$ cat config.mk
export PLATFORM = sky130hd
export DESIGN_NAME = simple_phase_sequencer
export DESIGN_NICKNAME = d
export VERILOG_FILES = /design/src/rtl/simple_pkg.sv /design/src/rtl/simple_branch_cond.sv /design/src/rtl/simple_phase_sequencer.sv
export SDC_FILE = /design/constraint.sdc
export NUM_CORES = 1
export LEC_CHECK = 0
export BUFFER_PORTS_ARGS = -buffer_cell sky130_fd_sc_hd__buf_4
export CORE_MARGIN = 1
export CORE_UTILIZATION = 38
export DETAILED_ROUTE_END_ITERATION = 8
export PLACE_DENSITY = 0.76
export SLEW_MARGIN = 20
export SYNTH_ARGS = -nofsm -noshare
export SYNTH_HDL_FRONTEND = slang
export SYNTH_SLANG_ARGS = --single-unit
$ cat constraint.sdc
create_clock -name clk -period 1.57 [get_ports clk]
set_input_delay 0.0785 -clock clk [delete_from_list [all_inputs] [get_ports clk]]
set_output_delay 0.0785 -clock clk [all_outputs]
set_load 0.01 [all_outputs]
$ cat src/rtl/simple_pkg.sv
// Shared definitions for the SIMPLE 16-bit core control path.
// Contents:
//   state_e      : sequencer states (idle, five phases, halt)
//   OP_*         : major opcode field ins[15:14]
//   EXT_*        : extended ALU op field ins[7:4]
//   BR_* / COND_*: branch sub-op ins[13:11] and condition ins[10:8]
//   phase_state  : maps a phase number 1..5 onto its state
package simple_pkg;

    typedef enum logic [2:0] {
        S_IDLE = 3'd0,
        S_P1   = 3'd1,
        S_P2   = 3'd2,
        S_P3   = 3'd3,
        S_P4   = 3'd4,
        S_P5   = 3'd5,
        S_HALT = 3'd6
    } state_e;

    localparam logic [1:0] OP_LD  = 2'b00;
    localparam logic [1:0] OP_ST  = 2'b01;
    localparam logic [1:0] OP_BR  = 2'b10;
    localparam logic [1:0] OP_ALU = 2'b11;

    localparam logic [3:0] EXT_OUT = 4'b1101;
    localparam logic [3:0] EXT_HLT = 4'b1111;
    localparam logic [3:0] EXT_UNUSED_LO = 4'b0111;
    localparam logic [3:0] EXT_UNUSED_HI = 4'b1011;

    localparam logic [2:0] BR_LI     = 3'b000;
    localparam logic [2:0] BR_ALWAYS = 3'b100;
    localparam logic [2:0] BR_COND   = 3'b111;

    localparam logic [2:0] COND_BE  = 3'b000;
    localparam logic [2:0] COND_BLT = 3'b001;
    localparam logic [2:0] COND_BLE = 3'b010;
    localparam logic [2:0] COND_BNE = 3'b011;

    function automatic state_e phase_state(input int unsigned p);
        case (p)
            2:       return S_P2;
            3:       return S_P3;
            4:       return S_P4;
            5:       return S_P5;
            default: return S_P1;
        endcase
    endfunction

endpackage

$ cat src/rtl/simple_branch_cond.sv
// Branch condition evaluation (purely combinational).
// Ports:
//   szcv_i        : architectural flags {S,Z,C,V}
//   instruction_i : current instruction word
//   taken_o       : 1 when the instruction is a branch whose condition holds
module simple_branch_cond
    import simple_pkg::*;
(
    input  logic [3:0]  szcv_i,
    input  logic [15:0] instruction_i,
    output logic        taken_o
);

    logic flag_s, flag_z, flag_v;
    logic lt;

    assign flag_s = szcv_i[3];
    assign flag_z = szcv_i[2];
    assign flag_v = szcv_i[0];
    assign lt     = flag_s ^ flag_v;

    // Carry and the low instruction bits never influence a branch decision.
    logic unused_bits;
    assign unused_bits = ^{szcv_i[1], instruction_i[7:0]};

    always_comb begin
        taken_o = 1'b0;
        if (instruction_i[15:14] == OP_BR) begin
            case (instruction_i[13:11])
                BR_ALWAYS: taken_o = 1'b1;
                BR_COND: begin
                    case (instruction_i[10:8])
                        COND_BE:  taken_o = flag_z;
                        COND_BLT: taken_o = lt;
                        COND_BLE: taken_o = flag_z | lt;
                        COND_BNE: taken_o = ~flag_z;
                        default:  taken_o = 1'b0;
                    endcase
                end
                default: taken_o = 1'b0;
            endcase
        end
    end

endmodule

$ cat src/rtl/simple_phase_sequencer.sv
// Five-phase control sequencer for the SIMPLE 16-bit core.
// Steps P1..P5 per instruction, issues datapath write strobes, owns the SZCV flag register and
// evaluates branch conditions.
// Optional feature: define SIMPLE_SINGLE_STEP_EN to add the 'step' input (single-instruction step).
// Ports:
//   clk, reset    : clock, asynchronous active-high reset
//   run           : 1 = execute; 0 = stop at the next P5->P1 boundary
//   step          : (SIMPLE_SINGLE_STEP_EN only) rising edge in IDLE runs one instruction
//   instruction   : IR contents
//   alu_szcv      : ALU flags {S,Z,C,V} produced in P3
//   phase         : one-hot P1..P5 (bit0 = P1), 0 in IDLE/HALT
//   ir_we, pc_inc, pc_load, szcv_we, mem_we, reg_we : one-cycle datapath strobes
//   szcv          : architectural flags
//   halted        : HLT has executed
module simple_phase_sequencer
    import simple_pkg::*;
#(
    parameter int unsigned RESUME_PHASE = 1
) (
    input  logic        clk,
    input  logic        reset,
    input  logic        run,
`ifdef SIMPLE_SINGLE_STEP_EN
    input  logic        step,
`endif
    input  logic [15:0] instruction,
    input  logic [3:0]  alu_szcv,
    output logic [4:0]  phase,
    output logic        ir_we,
    output logic        pc_inc,
    output logic        pc_load,
    output logic        szcv_we,
    output logic        mem_we,
    output logic        reg_we,
    output logic [3:0]  szcv,
    output logic        halted
);

    state_e     state_q, state_d;
    logic [3:0] szcv_q;
    logic       halted_q, halted_d;
    logic       taken;

    localparam state_e ResumeState = phase_state(RESUME_PHASE);

    // Instruction decode
    logic [1:0] op;
    logic [3:0] ext;
    logic       is_alu, is_out, is_hlt, ext_unused, is_li;

    assign op         = instruction[15:14];
    assign ext        = instruction[7:4];
    assign is_alu     = (op == OP_ALU);
    assign is_out     = is_alu && (ext == EXT_OUT);
    assign is_hlt     = is_alu && (ext == EXT_HLT);
    assign ext_unused = (ext >= EXT_UNUSED_LO) && (ext <= EXT_UNUSED_HI);
    assign is_li      = (op == OP_BR) && (instruction[13:11] == BR_LI);

    logic unused_bits;
    assign unused_bits = ^instruction[3:0];

    simple_branch_cond u_branch_cond (
        .szcv_i        (szcv_q),
        .instruction_i (instruction),
        .taken_o       (taken)
    );

`ifdef SIMPLE_SINGLE_STEP_EN
    logic step_q;
    logic single_q, single_d;
    logic step_rise;

    assign step_rise = step & ~step_q;
`endif

    // State registers
    always_ff @(posedge clk or posedge reset) begin
        if (reset) begin
            state_q  <= S_IDLE;
            szcv_q   <= 4'b0000;
            halted_q <= 1'b0;
`ifdef SIMPLE_SINGLE_STEP_EN
            step_q   <= 1'b0;
            single_q <= 1'b0;
`endif
        end else begin
            state_q  <= state_d;
            halted_q <= halted_d;
            if (szcv_we) begin
                szcv_q <= alu_szcv;
            end
`ifdef SIMPLE_SINGLE_STEP_EN
            step_q   <= step;
            single_q <= single_d;
`endif
        end
    end

    // Next-state logic
    always_comb begin
        state_d  = state_q;
        halted_d = halted_q;
`ifdef SIMPLE_SINGLE_STEP_EN
        single_d = single_q;
`endif
        unique case (state_q)
            S_IDLE: begin
`ifdef SIMPLE_SINGLE_STEP_EN
                if (step_rise) begin
                    state_d  = ResumeState;
                    single_d = 1'b1;
                end else if (run) begin
                    state_d = ResumeState;
                end
`else
                if (run) begin
                    state_d = ResumeState;
                end
`endif
            end
            S_P1: state_d = S_P2;
            S_P2: begin
                if (is_hlt) begin
                    state_d  = S_HALT;
                    halted_d = 1'b1;
                end else begin
                    state_d = S_P3;
                end
            end
            S_P3: state_d = S_P4;
            S_P4: state_d = S_P5;
            S_P5: begin
`ifdef SIMPLE_SINGLE_STEP_EN
                if (run && !single_q) begin
                    state_d = S_P1;
                end else begin
                    state_d  = S_IDLE;
                    single_d = 1'b0;
                end
`else
                state_d = run ? S_P1 : S_IDLE;
`endif
            end
            S_HALT: state_d = S_HALT;
            default: state_d = S_IDLE;
        endcase
    end

    // Phase indicator and strobes, decoded from state and instruction
    always_comb begin
        phase   = 5'b00000;
        ir_we   = 1'b0;
        pc_inc  = 1'b0;
        pc_load = 1'b0;
        szcv_we = 1'b0;
        mem_we  = 1'b0;
        reg_we  = 1'b0;
        unique case (state_q)
            S_P1: begin
                phase[0] = 1'b1;
                ir_we    = 1'b1;
                pc_inc   = 1'b1;
            end
            S_P2: phase[1] = 1'b1;
            S_P3: begin
                phase[2] = 1'b1;
                szcv_we  = is_alu && !is_out && !is_hlt;
            end
            S_P4: begin
                phase[3] = 1'b1;
                mem_we   = (op == OP_ST);
            end
            S_P5: begin
                phase[4] = 1'b1;
                reg_we   = (is_alu && !is_out && !is_hlt && !ext_unused) || (op == OP_LD) || is_li;
                pc_load  = taken;
            end
            S_IDLE, S_HALT: ;
            default: ;
        endcase
    end

    assign szcv   = szcv_q;
    assign halted = halted_q;

endmodule

==> results.py <==
metrics = {
    "critical_path": {
        "worstPathMaxFanout": 6,
        "critPathKind": "reg -> out",
        "reg2regPathDepth": 4,
        "cp.arrival_ns": 1.40,
        "crit_chain": "buf_4 -> nand2_1 -> or2_1 -> inv_1 -> nand4b_1 -> nor2_1 -> buf_4",
        "worstSetupStartpointType": "register",
        "critPathMaxStageDelay_ns": 0.35,
        "cp.required_ns": 1.49,
        "slowest_stage": "dfrtp_1",
        "crit_path_end_kind": "output port",
        "path_common_cell": "buf_4",
    },
    "sta": {
        "report.final.hold_viol_count": 0,
        "period_needed_ns": 1.48,
        "finalSetupTns_ns": 0,
        "slew-limit-headroom": 0.724,
        "worst_pin_slew_ns": 0.411,
        "rsz0062_at_grt": "false",
        "setup_viol": 0,
        "fmax_ghz": 0.674,
        "drv_slew": 0,
        "skew_ns": 0.000786,
        "fin_crit_sh": 0.945,
    },
    "synthesis": {
        "synthArstFlopShare": 1.00,
        "synth_edf_count": 0,
        "yosysWarningCount": 0,
        "synth_seq_cells": 8,
        "synth.most_common_cell": "dfrtp_1",
        "synth_top_cells_by_count": "8 x dfrtp_1, 7 x nor2_1, 5 x inv_1, 4 x mux2_4, 4 x nand2_1",
        "ys_types": 26,
        "synth_area_leaders": "dfrtp_1 37%, mux2_4 11%, nor2_1 4.9%, nor2_8 3.7%, inv_1 3.5%",
        "synthFlopType": "dfrtp_1",
        "synth_area_sq_um": 538,
        "syn_inst": 56,
        "yosysTopAreaCell": "dfrtp_1",
        "syn-num-nets": 79,
        "synth-seq-area-share": 0.372,
        "syn_area_per_cell_sq_um": 9.61,
        "yosysTopAreaCellShare": 0.372,
    },
    "floorplan": {
        "initial_utilization": 0.413,
        "fp.dieH_microns": 39.6,
        "die_w_microns": 39.6,
        "core_sq_um": 1300,
        "pin_count": 39,
        "core.rowCount": 13,
        "die_area_sq_um": 1570,
    },
    "grt": {
        "grt_pass1_wl_mm": 1.86,
        "grt_pass1_vias": 459,
        "grt_max_degree": 9,
        "antenna_found_initial": 0,
        "grt_overflow_total": 0,
        "grt_usage": 0.178,
    },
    "route": {
        "drtIter0Drc": 5,
        "drc": 0,
        "via_per_inst": 4.98,
        "dr.pass1.iters": 4,
        "routed_wl_mm": 1.16,
        "drtAntennaViolNets": 0,
        "vias": 538,
        "drt-wirelength-per-cell_microns": 10.8,
    },
    "pwr": {
        "seq_power_share": 0.323,
        "p_int_mw": 0.784,
        "clkPwrFrac": 0.119,
        "power_density_nw_per_um2": 1480,
        "ir_drop_uv": 949,
        "combPwrFrac": 0.558,
        "leakagePower_nw": 0.453,
        "p_sw_mw": 0.455,
        "sw_frac_of_total": 0.367,
    },
    "final_layout": {
        "final_nets": 118,
        "layout.cells.non_filler": 108,
        "antenna_cells": 0,
        "drive_above_1_share": 0.505,
        "syn2layout_area_growth_pct": 55.6,
    },
    "clocking": {
        "clock_latency_ns": 0.24,
        "clock_path_buffers": 2,
        "path_clk_slew_ns": 0.05,
        "numCtsBuffers": 3,
        "ctsResizeCount": 0,
        "cts.sinks": 8,
        "cts_tree": "done",
        "root_buffer": "clkbuf_4",
        "htreeDepth": 1,
    },
    "placement": {
        "io_buffers": 34,
        "dp_hpwl_mm": 1.00,
        "routabilityCongestion": 0.739,
        "place_inst": 104,
    },
    "hold_path": {
        "min_path_cells": 2,
        "hp-class": "in -> reg",
    },
    "job": {
        "drv_cap": 0,
    },
    "outcome": {
        "status": "finished clean",
    },
}
-- routing by layer --
metal / wire (microns) / part of all wire / GRT usage
met4: 5 / 0.0043 / 0.0776
met2: 562 / 0.48 / 0.299
met3: 123 / 0.11 / 0.0227
met1: 472 / 0.41 / 0.224
met5: 0 / 0 / 0
-- cells in the final DEF, fill, tap and decap left out, types with 2 or more instances in the layout --
cell	n
nor3_1	2
a21boi_0	2
o21ai_0	3
inv_1	5
clkbuf_4	3
a21oi_1	3
nor2_1	7
mux2_4	4
nand2_1	4
dfrtp_1	8
buf_4	35
-- critical path, delay by kind of cell, from the launching register on --
family	cells	cell delay, ns
buf+inv	3	0.34
flops	1	0.35
simple gates	4	0.48
-- logic make-up after synthesis --
logic type / after synthesis / share of synthesized area
and+or+nand+nor: 21 / 0.249
AOI/OAI and AO/OA: 15 / 0.188
DFF: 8 / 0.372
buffers and inverters: 7 / 0.0628
muxes: 4 / 0.112
xor gates and xnor gates: 1 / 0.0163
-- through the flow --
step | util | cell area, sq um | hold slack [ns] | total power, mW | setup slack (ns)
global placement | 0.618 | 805 | 0.0357 | 1.07 | 0.257
floorplan | - | 538 | -0.106 | 0.798 | 0.190
detailed placement | 0.618 | 805 | 0.0477 | 1.10 | 0.220
finish | 0.643 | 837 | 0.0655 | 1.24 | 0.0868
global route | 0.643 | 837 | 0.0609 | 1.34 | 0.00165
CTS | 0.643 | 837 | 0.0578 | 1.25 | 0.0701
-- layout make-up --
cell class	count	area [sq um]
flip-flops and latches	8	200
clock buffers	3	22.5
inverters	5	18.8
well taps	15	18.8
repair buffers	36	273
fillers	114	464
multi-input cells	41	304
-- worst paths after layout --
kind | slack, ns | from | to
max | 0.09 | state_q[2]$_DFFE_PP0P_ | pc_load
max reg2reg | 0.22 | state_q[1]$_DFFE_PP0P_ | szcv[2]$_DFFE_PP0P_
min | 0.07 | alu_szcv[1] | szcv[1]$_DFFE_PP0P_
max in group asynchronous | 1.02 | reset | szcv[2]$_DFFE_PP0P_
min in group asynchronous | 0.33 | reset | halted$_DFFE_PP0P_
min reg2reg | 0.46 | halted$_DFFE_PP0P_ | halted$_DFFE_PP0P_
-- power by group through the flow --
stage               Sequential (mW)  Combinational, mW  Clock (mW)
floorplan                     0.417              0.381           0
CTS                           0.396              0.699       0.155
detailed placement            0.399              0.697           0
finish                        0.399              0.691       0.148
global route                  0.414              0.760       0.162
global placement              0.394              0.680           0
-- flip-flops by register name, summed over array words and instances, names as in the netlist --
register,cells
halted,1
szcv,4
state_q,3
-- repair_timing --
item | in CTS | in global routing
buffers inserted | 0 | 0
setup endpoints to repair | 0 | 0
hold buffers | 1 | 0
endpoints found under the hold margin | 8 | 0
(Power assumes the default switching activity.)
